===== src/rtl/dma_master_burst.sv =====
// dma_master_burst
//   AXI4 DMA master. Copies qty_i words from a source to a destination
//   through a small internal FIFO. Each burst is up to MAX_BURST beats and
//   never crosses a 4 KB page on an INCR side. Each side is FIXED or INCR.
//   A read or write response error, or an rlast that disagrees with the
//   beat count, sets a sticky error. The burst in flight still completes,
//   and then the transfer stops.
//
// Ports
//   clk, rst                 clock; synchronous active-low reset
//   start_i                  start pulse, accepted only while idle
//   src_addr_i, dst_addr_i   byte addresses (low bits forced to word alignment)
//   qty_i                    transfer length in words
//   mode_i                   [0] source FIXED, [1] destination FIXED
//   busy_o, done_o, err_o    status: busy level, done pulse, sticky error
//   ar*, r*                  AXI read address / read data channels
//   aw*, w*, b*              AXI write address / write data / write response
module dma_master_burst #(
  parameter int         DATA_W     = 32,
  parameter int         FIFO_DEPTH = 4,
  parameter int         MAX_BURST  = 16,
  parameter logic [3:0] DMA_ID     = 4'h2
) (
  input  logic                clk,
  input  logic                rst,
  input  logic                start_i,
  input  logic [31:0]         src_addr_i,
  input  logic [31:0]         dst_addr_i,
  input  logic [31:0]         qty_i,
  input  logic [1:0]          mode_i,
  output logic                busy_o,
  output logic                done_o,
  output logic                err_o,
  output logic [3:0]          arid,
  output logic [31:0]         araddr,
  output logic [7:0]          arlen,
  output logic [2:0]          arsize,
  output logic [1:0]          arburst,
  output logic                arvalid,
  input  logic                arready,
  input  logic [DATA_W-1:0]   rdata,
  input  logic [1:0]          rresp,
  input  logic                rlast,
  input  logic                rvalid,
  output logic                rready,
  output logic [3:0]          awid,
  output logic [31:0]         awaddr,
  output logic [7:0]          awlen,
  output logic [2:0]          awsize,
  output logic [1:0]          awburst,
  output logic                awvalid,
  input  logic                awready,
  output logic [DATA_W-1:0]   wdata,
  output logic [DATA_W/8-1:0] wstrb,
  output logic                wlast,
  output logic                wvalid,
  input  logic                wready,
  input  logic                bvalid,
  input  logic [1:0]          bresp,
  output logic                bready
);

  localparam int BYTES   = DATA_W / 8;
  localparam int SIZE_LG = $clog2(BYTES);
  localparam int PTR_W   = $clog2(FIFO_DEPTH);

  typedef enum logic [2:0] {
    S_IDLE, S_SETUP, S_AR, S_AW, S_XFER, S_RESP, S_DONE
  } state_t;

  // Unsigned minimum, used to clamp the burst length.
  function automatic logic [31:0] min_u32(input logic [31:0] a, input logic [31:0] b);
    return (a < b) ? a : b;
  endfunction

  // Beats left before the 4 KB page ends. A FIXED side never advances, so it
  // places no limit on the burst length.
  function automatic logic [31:0] side_room(input logic [31:0] addr, input logic fixed_mode);
    logic [12:0] left;
    left = 13'd4096 - {1'b0, addr[11:0]};
    return fixed_mode ? 32'hFFFF_FFFF : 32'(left >> SIZE_LG);
  endfunction

  state_t                 state_q, state_d;
  logic [31:0]            src_q, src_d, dst_q, dst_d, rem_q, rem_d;
  logic [1:0]             mode_q, mode_d;
  logic [7:0]             len_q, len_d, rcnt_q, rcnt_d, wcnt_q, wcnt_d;
  logic                   err_q, err_d;
  logic [PTR_W-1:0]       wr_ptr_q, wr_ptr_d, rd_ptr_q, rd_ptr_d;
  logic [PTR_W:0]         cnt_q, cnt_d;
  logic [DATA_W-1:0]      mem_q [FIFO_DEPTH];

  logic        fifo_full, fifo_empty, push, pop;
  logic [31:0] burst_beats, burst_len_w, burst_bytes;

  assign fifo_full  = (cnt_q == (PTR_W+1)'(FIFO_DEPTH));
  assign fifo_empty = (cnt_q == '0);

  // All handshake outputs decode registered state or FIFO occupancy only,
  // so no ready input reaches a valid output combinationally.
  assign arvalid = (state_q == S_AR);
  assign awvalid = (state_q == S_AW);
  assign rready  = (state_q == S_XFER) && !fifo_full;
  assign wvalid  = (state_q == S_XFER) && !fifo_empty;
  assign wlast   = wvalid && (wcnt_q == len_q);
  assign bready  = (state_q == S_RESP);
  assign busy_o  = (state_q != S_IDLE) && (state_q != S_DONE);
  assign done_o  = (state_q == S_DONE);
  assign err_o   = err_q;

  assign push = rvalid && rready;
  assign pop  = wvalid && wready;

  assign arid    = DMA_ID;
  assign awid    = DMA_ID;
  assign araddr  = src_q;
  assign awaddr  = dst_q;
  assign arlen   = len_q;
  assign awlen   = len_q;
  assign arsize  = 3'(SIZE_LG);
  assign awsize  = 3'(SIZE_LG);
  assign arburst = mode_q[0] ? 2'b00 : 2'b01;
  assign awburst = mode_q[1] ? 2'b00 : 2'b01;
  assign wstrb   = '1;
  // An empty FIFO drives zero data rather than stale storage contents.
  assign wdata   = fifo_empty ? '0 : mem_q[rd_ptr_q];

  assign burst_beats = min_u32(min_u32(rem_q, 32'(MAX_BURST)),
                               min_u32(side_room(src_q, mode_q[0]),
                                       side_room(dst_q, mode_q[1])));
  assign burst_len_w = 32'(len_q) + 32'd1;
  assign burst_bytes = burst_len_w << SIZE_LG;

  always_comb begin
    state_d  = state_q;
    src_d    = src_q;
    dst_d    = dst_q;
    rem_d    = rem_q;
    mode_d   = mode_q;
    len_d    = len_q;
    rcnt_d   = rcnt_q;
    wcnt_d   = wcnt_q;
    err_d    = err_q;
    wr_ptr_d = wr_ptr_q;
    rd_ptr_d = rd_ptr_q;
    cnt_d    = cnt_q;

    // Read side: push into the FIFO. Check rlast against our own beat count.
    if (push) begin
      wr_ptr_d = wr_ptr_q + 1'b1;
      rcnt_d   = rcnt_q + 8'd1;
      if ((rlast != (rcnt_q == len_q)) || (rresp != 2'b00)) err_d = 1'b1;
    end

    // Write side: pop from the FIFO.
    if (pop) begin
      rd_ptr_d = rd_ptr_q + 1'b1;
      wcnt_d   = wcnt_q + 8'd1;
    end

    case ({push, pop})
      2'b10:   cnt_d = cnt_q + 1'b1;
      2'b01:   cnt_d = cnt_q - 1'b1;
      default: cnt_d = cnt_q;
    endcase

    case (state_q)
      S_IDLE: begin
        if (start_i) begin
          src_d   = src_addr_i & ~32'(BYTES - 1);
          dst_d   = dst_addr_i & ~32'(BYTES - 1);
          rem_d   = qty_i;
          mode_d  = mode_i;
          err_d   = 1'b0;
          state_d = S_SETUP;
        end
      end
      S_SETUP: begin
        if (rem_q == 32'd0) begin
          state_d = S_DONE;
        end else begin
          len_d   = 8'(burst_beats - 32'd1);
          rcnt_d  = '0;
          wcnt_d  = '0;
          state_d = S_AR;
        end
      end
      S_AR:   if (arready) state_d = S_AW;
      S_AW:   if (awready) state_d = S_XFER;
      S_XFER: if (pop && wlast) state_d = S_RESP;
      S_RESP: begin
        if (bvalid) begin
          if (bresp != 2'b00) err_d = 1'b1;
          rem_d = rem_q - burst_len_w;
          if (!mode_q[0]) src_d = src_q + burst_bytes;
          if (!mode_q[1]) dst_d = dst_q + burst_bytes;
          // After an error, stop once this burst is acknowledged.
          state_d = ((rem_d == 32'd0) || err_d) ? S_DONE : S_SETUP;
        end
      end
      S_DONE:  state_d = S_IDLE;
      default: state_d = S_IDLE;
    endcase
  end

  always_ff @(posedge clk) begin
    if (!rst) begin
      state_q  <= S_IDLE;
      src_q    <= '0;
      dst_q    <= '0;
      rem_q    <= '0;
      mode_q   <= '0;
      len_q    <= '0;
      rcnt_q   <= '0;
      wcnt_q   <= '0;
      err_q    <= 1'b0;
      wr_ptr_q <= '0;
      rd_ptr_q <= '0;
      cnt_q    <= '0;
    end else begin
      state_q  <= state_d;
      src_q    <= src_d;
      dst_q    <= dst_d;
      rem_q    <= rem_d;
      mode_q   <= mode_d;
      len_q    <= len_d;
      rcnt_q   <= rcnt_d;
      wcnt_q   <= wcnt_d;
      err_q    <= err_d;
      wr_ptr_q <= wr_ptr_d;
      rd_ptr_q <= rd_ptr_d;
      cnt_q    <= cnt_d;
    end
  end

  // FIFO storage holds data only. The pointers define what is valid.
  always_ff @(posedge clk) begin
    if (push) mem_q[wr_ptr_q] <= rdata;
  end

endmodule


===== config.mk =====
export PLATFORM = sky130hd
export DESIGN_NAME = dma_master_burst
export DESIGN_NICKNAME = d
export VERILOG_FILES = /design/src/rtl/dma_master_burst.sv
export SDC_FILE = /design/constraint.sdc
export NUM_CORES = 1
export LEC_CHECK = 0
export BUFFER_PORTS_ARGS = -buffer_cell sky130_fd_sc_hd__buf_4
export CORE_MARGIN = 1.5
export CORE_UTILIZATION = 25
export CTS_CLUSTER_DIAMETER = 100
export DETAILED_ROUTE_END_ITERATION = 12
export PLACE_DENSITY = 0.46
export SYNTH_ARGS = -nofsm -noshare
export SYNTH_HDL_FRONTEND = slang
export SYNTH_SLANG_ARGS = --single-unit

===== constraint.sdc =====
create_clock -name clk -period 10.15 [get_ports clk]
set_input_delay 1.015 -clock clk [delete_from_list [all_inputs] [get_ports clk]]
set_output_delay 1.015 -clock clk [all_outputs]
set_load 0.01 [all_outputs]

### After elaboration in Yosys (flattened, before gate mapping)

Memories as Yosys holds them, arrays and structs flattened. A register that Yosys moved wholly into a read port is not among the register bits.
Index checks and enable logic that the tools add are counted.

* add/sub/neg operators: 13
* multiply operators: 0
* divide/modulo/power cells: 0
* magnitude comparators: 3
* equality and inequality tests: 20
* shift-type cells: 0
* multiplexer cells: 46
* bitwise logic cells: 1
* reductions and logical operators: 26

Operators with widths (count)
* $mux 32: 13
* $pmux 32 s2: 3
* $add 32x11->32: 2
* $logic_not 32->1: 2
* $lt 32x32->1: 2
* $mux 8: 7
* $lt 32x5->1 const B: 1
* $sub 32x9->32: 1
* $sub 13x12->13 const A: 2
* $mux 3: 7
* $pmux 3 s6: 1
* $add 8x1->8 const B: 2
* $eq 8x8->1: 2
* $eq 3x3->1 const B: 4
* $mux 1: 11
* $add 8x1->9 const B: 1
* $ne 2x2->1 const B: 4
* $reduce_and 4->1: 2
* $reduce_bool 2->1: 4
* $sub 8x1->8 const B: 1
* $logic_and 1x1->1: 7
* $eq 3x2->1 const B: 2
* $logic_not 3->1: 2
* $ne 2x1->1 const B: 3
* 18 further kinds: 23

* register bits: 133
* latch bits: 0
* RAM bits: 128
* memory bits (read-only): 0
* input bits: 143
* output and inout bits: 143
* word-level logic and storage cells: 122
* memories kept: 1

Memory list
* mem_q: words 4, bits a word 32, read ports 1, clocked after Yosys merged registers in 1, write ports 1, RTL line 91 `logic [DATA_W-1:0] mem_q [FIFO_DEPTH];`

### Logic depth before layout (Yosys ltp)

Gate-level depths: netlist of run 1.

* depth in word-level cells: 12
* mapped depth: 33
* gate-level depth less buffers: 29

### Worst setup path before layout of run 1

No wires, ideal clock.

* kind: register to register
* from: register src_q[4], in the netlist araddr[4]
* to: register len_q[6], in the netlist arlen[6]
* data arrival time: 5.298 ns
* setup slack: 4.728 ns
* cell stages (with the launch flop): 29
* clock period less this slack: 5.422 ns
* cells stage by stage: dfxtp_1 -> nor4_1 -> nand3_1 -> nor4_1 -> xnor2_1 -> or2_2 -> ha_1 -> and3_1 -> o21ai_0 -> a31o_2 -> o21ai_0 -> clkbuf_1 -> clkbuf_1 -> o21ai_0 -> ha_1 -> nand4_1 -> nor4_1 -> a211oi_1 -> o211ai_1 -> a31oi_2 -> buf_2 -> nor2_1 -> a21oi_1 -> ha_1 -> inv_1 -> nor3b_1 -> o22ai_1 -> a21oi_1 -> o22ai_1

* word-level cells in the longest chain between the ends: 7

RTL lines
* from (decl): RTL line 85 `logic [31:0] src_q, src_d, dst_q, dst_d, rem_q, rem_d;`
* from (signal assigned): RTL line 222 `src_q <= src_d;`
* $sub 13x12->13 *: RTL line 80 `left = 13'd4096 - {1'b0, addr[11:0]};`
* $mux 32 *: RTL line 81 `return fixed_mode ? 32'hFFFF_FFFF : 32'(left >> SIZE_LG);`
* $lt 32x32->1: RTL line 73 `return (a < b) ? a : b;`
* $mux 32 *: RTL line 73
* $lt 32x32->1: RTL line 73
* $mux 8 *: RTL line 73
* $sub 8x1->8 *: RTL line 182 `len_d = 8'(burst_beats - 32'd1);`
* to (signal assigned): RTL line 226 `len_q <= len_d;`
* to (decl): RTL line 87 `logic [7:0] len_q, len_d, rcnt_q, rcnt_d, wcnt_q, wcnt_d;`

Every way passes the cells marked *; elsewhere a longest branch is shown, timed or not.
A chain may end at the register's enable or synchronous reset.

### Worst setup path after layout of run 1

Same ends and word-level chain as after synthesis.

==> results of run 1 <==
## worst min-delay path by stage
stage | to | slack [ns] | cells past startpoint
3_5_place_dp | err_o$_SDFF_PN0_ | 0.47 | 2
2_1_floorplan | rem_q[8]$_SDFFE_PN0P_ | 0.45 | 2
6_report | err_o$_SDFF_PN0_ | 0.47 | 2
3_3_place_gp | err_o$_SDFF_PN0_ | 0.46 | 2
5_1_grt | err_o$_SDFF_PN0_ | 0.51 | 2
4_1_cts | err_o$_SDFF_PN0_ | 0.47 | 2
## routing by layer
metal / up-vias / GRT usage / routed length, µm
met5: - / 0 / 130
met4: 18 / 0.0416 / 1010
met3: 75 / 0.0457 / 3510
met2: 336 / 0.265 / 23800
met1: 6386 / 0.195 / 21900
li1: 6402 / - / -
## power by group through the flow
| stage | Clock [µW] | Sequential (µW) | Combinational, µW |
|---|---|---|---|
| after floorplan | 0 | 1440 | 1860 |
| after global placement | 0 | 1510 | 2630 |
| after detailed placement | 0 | 1520 | 2650 |
| after CTS | 1190 | 1500 | 2660 |
| after global routing | 1230 | 1530 | 3000 |
| final | 1150 | 1500 | 2660 |
## layout make-up
class | instances | area (µm²)
inverter | 61 | 230
fill | 6310 | 41400
antenna | 2 | 5.00
timing repair buffer | 277 | 2080
sequential | 259 | 6470
tap | 782 | 978
clock buffer | 46 | 937
clock inverter | 14 | 121
multi-input combinational | 1228 | 8270
## worst max-delay path, delay by kind of cell (launching register included)
family	cells	cell delay, ns
xor+xnor	1	0.09
compound gates	12	2.99
buf+inv	1	0.10
fa+ha+maj	3	0.84
mux	1	0.32
simple gates	6	1.49
flops	1	0.41
## flip-flops by register name, indices dropped and copies added (netlist names), named ones only
| signal | cells |
|---|---|
| araddr | 30 |
| arlen | 8 |
| awaddr | 30 |
| cnt_q | 3 |
| err_o | 1 |
| mem_q | 128 |
| mode_q | 2 |
| rcnt_q | 8 |
| rd_ptr_q | 2 |
| rem_q | 32 |
| state_q | 3 |
| wcnt_q | 8 |
| wr_ptr_q | 2 |
## stage by stage
stage / std cells / total power (µW) / util / cell area (µm²) / hold WS, ns
2_1_floorplan: 1670 / 3310 / - / 15500 / 0.449
5_1_grt: 2667 / 5760 / 0.316 / 19100 / 0.509
3_3_place_gp: 2607 / 4150 / 0.298 / 18000 / 0.462
3_5_place_dp: 2607 / 4170 / 0.298 / 18000 / 0.466
6_report: 2669 / 5310 / 0.316 / 19100 / 0.469
4_1_cts: 2667 / 5360 / 0.316 / 19100 / 0.471
## layout by cell type (no fill, tap or decap), types with 15 or more instances in the layout
master	instances
sky130_fd_sc_hd__inv_1	59
sky130_fd_sc_hd__conb_1	51
sky130_fd_sc_hd__nor3_1	47
sky130_fd_sc_hd__xnor2_1	42
sky130_fd_sc_hd__o211ai_1	15
sky130_fd_sc_hd__nor4_1	20
sky130_fd_sc_hd__nor2_1	173
sky130_fd_sc_hd__dfxtp_1	130
sky130_fd_sc_hd__xor2_1	42
sky130_fd_sc_hd__a311oi_1	26
sky130_fd_sc_hd__mux4_2	32
sky130_fd_sc_hd__a21oi_1	96
sky130_fd_sc_hd__nand2_1	141
sky130_fd_sc_hd__o31ai_1	19
sky130_fd_sc_hd__ha_1	81
sky130_fd_sc_hd__a22oi_1	15
sky130_fd_sc_hd__nor2b_1	34
sky130_fd_sc_hd__edfxtp_1	128
sky130_fd_sc_hd__a21o_1	15
sky130_fd_sc_hd__o21ai_0	91
sky130_fd_sc_hd__and3_1	28
sky130_fd_sc_hd__nand3_1	35
sky130_fd_sc_hd__a211oi_1	42
sky130_fd_sc_hd__clkbuf_16	35
sky130_fd_sc_hd__buf_4	277
## logic make-up (layout without fill, tap and decap cells)
family / Yosys count / count (layout)
buf+inv: 183 / 398
flops: 259 / 259
compound gates: 412 / 412
other cells: 2 / 53
simple gates: 553 / 553
fa+ha+maj: 85 / 85
xor+xnor: 84 / 84
mux: 43 / 43
==> summary.md, run 1 <==
| Metric | Value |
|---|---|
| Run status | complete, no violations |
| Global placement routability congestion | 0.835 |
| Worst clock skew | 0.0210 ns |
| Post-route DRC violation count | 0 |
| Number of max-cap violations | 0 |
| Data arrival at the endpoint of the critical path | 6.77 ns |
| Post-synthesis mux area share | 0.0546 |
| Largest family of logic cells by synthesized area | compound AO/OA/AOI/OAI gates |
| Worst-Margin Slew | 1.16 ns |
| Synth unique cells | 81 |
| Longest individual stage delay on the worst path | 0.62 ns |
| Detailed-route via count | 13200 |
| Largest net degree at the start of global routing | 72 |
| Number of antenna violations at the first check in global routing | 11 |
| CP Launch Point | araddr[4]$_SDFFE_PN0P_ |
| Wire length of the first global-routing pass | 76.9 mm |
| Flop2flop setup slack | 3.77 ns |
| Worst Path Required | 10.55 ns |
| Most area-consuming cells after synthesis | sky130_fd_sc_hd__edfxtp_1 (25%), sky130_fd_sc_hd__dfxtp_1 (17%), sky130_fd_sc_hd__ha_1 (6.6%) |
| Relative slew slack | 0.215 |
| Endpoint of the lowest-slack register-to-register path | arlen[6]$_SDFFE_PN0P_ |
| Setup_tns | 0 ns |
| Final ANT Viol Nets | 0 |
| Startpoint kind of the worst setup timing path | flip-flop |
| Timing-limited maximum frequency | 157 MHz |
| Internal | 3020 µW |
| Post-layout worst setup margin | 3.77 ns |
| Root buffer cell | sky130_fd_sc_hd__clkbuf_16 |
| Crit path kind | reg2reg |
| Total power divided by cell area | 278 mW/mm² |
| Quantity of I/O buffers inserted on ports | 257 |
| Post-CTS Setup Bufs | 0 |
| Share of the synthesized netlist area taken by xor and xnor gates | 0.0480 |
| Post-CTS sizing | 0 |
| Number of enable-type register cells in the synthesized netlist | 128 |
| Synthesized-area fraction occupied by and/or/nand/nor cells | 0.172 |
| Total routing usage reported by global routing | 0.157 |
| Area of the core | 0.0605 mm² |
| Cell type contributing the most total cell area after synthesis | sky130_fd_sc_hd__edfxtp_1 |
| Starting DRC count in detailed routing | 661 |
| Final cycle utilization of the critical path | 0.628 |
| Leakage | 0.00740 µW |
| Total global routing overflow | 0 |
| Clock power share | 0.217 |
| Flop and latch count out of synthesis | 259 |
| Worst min-delay path startpoint | err_o$_SDFF_PN0_ |
| Fraction of final layout cells with drive strength greater than 1 | 0.208 |
| Most frequent cells after synthesis | sky130_fd_sc_hd__nor2_1 (173), sky130_fd_sc_hd__nand2_1 (142), sky130_fd_sc_hd__dfxtp_1 (131) |
| Switching share of total power | 0.433 |
| Largest driver fanout on the critical path | 20 |
| Floorplan die area | 0.0628 mm² |
| Maximum buffer depth of the clock tree | 3 |
| Clock insertion delay at the later pin of the skew report | 0.54 ns |
| Most frequent cell after synthesis | sky130_fd_sc_hd__nor2_1 |
| Number of max-slew violations in the final report | 0 |
| Adder-cell share of the synthesized area | 0.0713 |
| Average size of a mapped cell | 9.46 µm² |
| Chip Height | 251 µm |
| Num CTS Buffers | 34 |
| Post-CTS Hold Fix Bufs | 0 |
| Logic pwr share | 0.501 |
| Setup violations, final | 0 |
| Final HPWL from detailed placement | 35.6 mm |
| Number of sinks on the clock net | 259 |
| Endpoint kind of the worst setup timing path | flip-flop |
| List of cells traversed by the critical path | nor4_1 > nand3_1 > nor4_1 > xnor2_1 > or2_2 > ha_1 > and3_1 > o21ai_0 > a31o_2 > o21ai_2 > o21ai_0 > ha_1 > a21oi_1 > o21ai_0 > a211oi_1 > o211ai_1 > a31oi_2 > mux2i_1 > ha_1 > inv_1 > nor3b_1 > o22ai_1 > a21oi_1 > o22ai_1 |
| Post-Synthesis Cell Area | 0.0153 mm² |
| Number of failing hold endpoints at the final stage | 0 |
| Capturing element of the worst setup path | arlen[6]$_SDFFE_PN0P_ |
| Sequential share of the synthesized area | 0.422 |
| Vias in the first global route | 13200 |
| Peak supply drop | 0.136 mV |
| Setup slack at placement | 3.27 ns |
| R2R depth | 24 |
| Net Switching | 2300 µW |
| Final wirelength | 50.3 mm |
| Post-detailed-route wirelength per cell | 18.9 µm |
| Ports | 286 |
| RSZ-0062 raised after global routing | false |
| Most frequently used flop master after synthesis | sky130_fd_sc_hd__dfxtp_1 |
| Standard-cell rows | 90 |
| Flop pwr share | 0.282 |
| Worst-path cell with the longest stage delay | sky130_fd_sc_hd__o21ai_2 |
| Post-synthesis compound-gate area fraction | 0.178 |
| Number of warnings printed during yosys synthesis | 0 |
| Total number of nets in the final design | 2089 |
| Clock input transition at the sequential cells of the worst setup and hold paths | 0.05 ns |
| Fraction of synthesis flops using an asynchronous set or reset pin | 0 |
| Launch instance of the worst register-to-register path | araddr[4]$_SDFFE_PN0P_ |
| Starting density of the core | 0.254 |
| Layout overhead on the synthesized area | 24.5% |
| Top-area cell type share of the netlist area | 0.251 |
| CTS tree | done |
| Via-per-instance ratio | 4.95 |
| 1st-pass router iterations | 5 |
| Synth Instances | 1621 |
| Die X | 251 µm |
| Type of the most critical hold path | reg2reg |
| Final critical delay including setup and external delays | 6.38 ns |
| Number of H-tree branching levels | 2 |
Power figures use the tool's default switching activity.
==> run 2, diff against run 1 <==
Settings changed: PLACE_DENSITY 0.46 to 0.48.
Clock period 10.15 ns to 5.5 ns, I/O delays scaled along.
==> run 2 against run 1 <==
Compared with the run above: register-to-register slack got worse by 3.5 ns; cell count increased by 1.4%; worst setup slack got worse by 3.5 ns; total power increased by 91%; sequential power increased by 81%; utilization increased by 0.57 points; wire length increased by 1.1%; first-iteration DRC count decreased by 4.5%; critical endpoint unchanged.
==> summary.md, run 2 (same netlist as run 1, synthesis figures left out) <==
| Metric | Value |
|---|---|
| Run status | complete, no violations |
| Leakage | 0.00763 µW (+3.0%) |
| Number of max-slew violations in the final report | 0 (unchanged) |
| Longest individual stage delay on the worst path | 0.62 ns (about the same) |
| Grt met1 use | 0.191 (-0.00406) |
| Filler cell count | 6328 (+0.29%) |
| Final HPWL from detailed placement | 36.6 mm (+2.8%) |
| Busiest layer in global routing | met2 |
| Hold Slack | 0.202 ns (-0.267 ns) |
| Total global routing overflow | 0 (unchanged) |
| Finished layout cell area | 0.0194 mm² (+1.8%) |
| Switching share of total power | 0.427 (-0.00576) |
| Wire length of the first global-routing pass | 77.5 mm (+0.80%) |
| Startpoint kind of the worst setup timing path | flip-flop |
| Fraction of final layout cells with drive strength greater than 1 | 0.231 (+0.0228) |
| Number of placed cells counting well taps | 2643 (+1.4%) |
| Post-Layout Cell Count | 2706 (+1.4%) |
| Worst-path cell with the longest stage delay | sky130_fd_sc_hd__or4_1 |
| Clock power share | 0.212 (-0.005) |
| Endpoint kind of the worst setup timing path | flip-flop |
| Clock insertion delay at the later pin of the skew report | 0.55 ns (about the same) |
| Area post-placement | 0.0183 mm² (+1.5%) |
| Largest register by flop count | mem_q |
| Count of antenna diodes in the layout | 0 (-2) |
| Die X | 251 µm (unchanged) |
| Worst Path Required | 5.91 ns (-4.64 ns) |
| Starting density of the core | 0.254 (unchanged) |
| Flop pwr share | 0.266 (-0.016) |
| Number of failing hold endpoints at the final stage | 0 (unchanged) |
| Relative slew slack | 0.450 (+0.234) |
| CTS tree | done |
| Root buffer cell | sky130_fd_sc_hd__clkbuf_16 |
| Net Switching | 4340 µW (+89%) |
| Total buffers and inverters traversed by the critical path | 2 (+1) |
| Internal | 5830 µW (+93%) |
| Met3 usage in global routing | 0.0412 (-0.00457) |
| Number of H-tree branching levels | 2 (unchanged) |
| Quantity of I/O buffers inserted on ports | 257 (unchanged) |
| Crit path depth | 24 (unchanged) |
| Worst-Margin Slew | 0.817 ns (-0.344 ns) |
| Worst path top cell family by delay | compound AO/OA/AOI/OAI gates |
| Standard-cell rows | 90 (unchanged) |
| Number of max-cap violations | 0 (unchanged) |
| Post-route DRC violation count | 0 (unchanged) |
| Post-detailed-route wirelength per cell | 18.8 µm (-0.30%) |
| Layout overhead on the synthesized area | 26.7% |
| Number of flip-flops under the largest register name | 128 (unchanged) |
| Worst clock skew | 0.0203 ns (-0.000665 ns) |
| Setup violations, final | 0 (unchanged) |
| Ports | 286 (unchanged) |
| Final ANT Viol Nets | 0 (unchanged) |
| Clock input transition at the sequential cells of the worst setup and hold paths | 0.06 ns (about the same) |
| Largest driver fanout on the critical path | 14 (-30%) |
| Num CTS Buffers | 34 (unchanged) |
| Global Route met2 Usage | 0.272 (+0.00778) |
| Logic pwr share | 0.522 (+0.021) |
| Peak supply drop | 0.390 mV (+190%) |
| Total number of nets in the final design | 2129 (+1.9%) |
| Data arrival at the endpoint of the critical path | 5.62 ns (-1.15 ns) |
| Global placement routability congestion | 0.876 (+4.9%) |
| R2R depth | 24 (unchanged) |
| Maximum buffer depth of the clock tree | 3 (unchanged) |
| Detailed-route via count | 13400 (+1.2%) |
| Type of the most critical hold path | in2reg |
| Most frequent standard cell in the layout excluding fill and tap cells | sky130_fd_sc_hd__buf_4 |
| 1st-pass router iterations | 7 (+2) |
| Registers with the most flip-flops | mem_q (128), rem_q (32) |
| Final cycle utilization of the critical path | 0.947 (+0.319) |
| List of cells traversed by the critical path | or4_1 > nor3_2 > nand2_1 > nor3_1 > nor2_1 > ha_1 > and3_1 > o21ai_0 > a31o_2 > o21ai_1 > buf_4 > nand2_1 > o21ai_1 > ha_1 > a211oi_1 > o2111ai_1 > a31oi_2 > mux2i_1 > ha_2 > inv_1 > nor3b_1 > o22ai_1 > a21oi_1 > o22ai_1 |
| Floorplan die area | 0.0628 mm² (unchanged) |
| Area of the core | 0.0605 mm² (unchanged) |
| Largest net degree at the start of global routing | 62 (-14%) |
| Timing-limited maximum frequency | 192 MHz (+22%) |
| Vias in the first global route | 13300 (+0.45%) |
| Total routing usage reported by global routing | 0.158 (+0.000532) |
| Number of antenna violations at the first check in global routing | 6 (-5) |
| Final wirelength | 50.9 mm (+1.1%) |
| Starting DRC count in detailed routing | 631 (-4.5%) |
| Hold path cells | 1 (-1) |
| Crit path kind | reg2reg |
| Number of sinks on the clock net | 259 (unchanged) |
| Via-per-instance ratio | 4.94 (-0.17%) |
| Total power divided by cell area | 523 mW/mm² (+88%) |
| Commonest cells after routing, fill and taps aside | sky130_fd_sc_hd__buf_4 (317), sky130_fd_sc_hd__nor2_1 (172), sky130_fd_sc_hd__nand2_1 (141), sky130_fd_sc_hd__dfxtp_1 (129), sky130_fd_sc_hd__edfxtp_1 (128) |
| Chip Height | 251 µm (unchanged) |
| Final critical delay including setup and external delays | 5.21 ns (-1.17 ns) |
## run 2: routing by layer
metal  wire (µm)  part of all wire
met5          90            0.0018
met3        3650             0.072
met4        1260             0.025
met2       24500              0.48
met1       21400              0.42
## run 2: power by group through the flow
| stage | logic, µW | clock network, µW | registers (µW) |
|---|---|---|---|
| finish | 5300 | 2150 | 2710 |
| global route | 5910 | 2300 | 2760 |
| CTS | 5180 | 2240 | 2700 |
| detailed placement | 5150 | 0 | 2740 |
| global placement | 5110 | 0 | 2730 |
| floorplan | 3440 | 0 | 2660 |
## run 2: repair_timing
item,4_1_cts,5_1_grt
hold buffers,0,0
resized for setup,0,17
setup endpoints to repair,0,2
endpoints found under the hold margin,0,0
buffers inserted,0,4
## run 2: final cells by class
| type | instances | area (µm²) | area share |
|---|---|---|---|
| Timing Repair Buffer | 317 | 2380 | 0.122 |
| Tap cell | 782 | 978 | 0.0503 |
| Clock inverter | 15 | 143 | 0.00734 |
| Clock buffer | 44 | 918 | 0.0473 |
| Sequential cell | 259 | 6470 | 0.333 |
| Inverter | 61 | 230 | 0.0118 |
| Multi-Input combinational cell | 1228 | 8320 | 0.428 |
## run 2: final timing paths
kind | to | from | slack (ns)
min | mem_q[2][21]$_DFFE_PP_ | rdata[21] | 0.20
max | arlen[6]$_SDFFE_PN0P_ | awaddr[4]$_SDFFE_PN0P_ | 0.29
min reg2reg | err_o$_SDFF_PN0_ | err_o$_SDFF_PN0_ | 0.48
max reg2reg | arlen[6]$_SDFFE_PN0P_ | awaddr[4]$_SDFFE_PN0P_ | 0.29
## run 2: stage by stage
step	TNS (ns)	total power, µW	worst slack, ns	util
after floorplan	0	6100	0.0784	-
after global placement	0	7840	0.208	0.302
after detailed placement	0	7890	0.185	0.302
after CTS	0	10100	0.164	0.320
after global routing	-0.0298	11000	-0.0298	0.321
final	0	10200	0.292	0.321
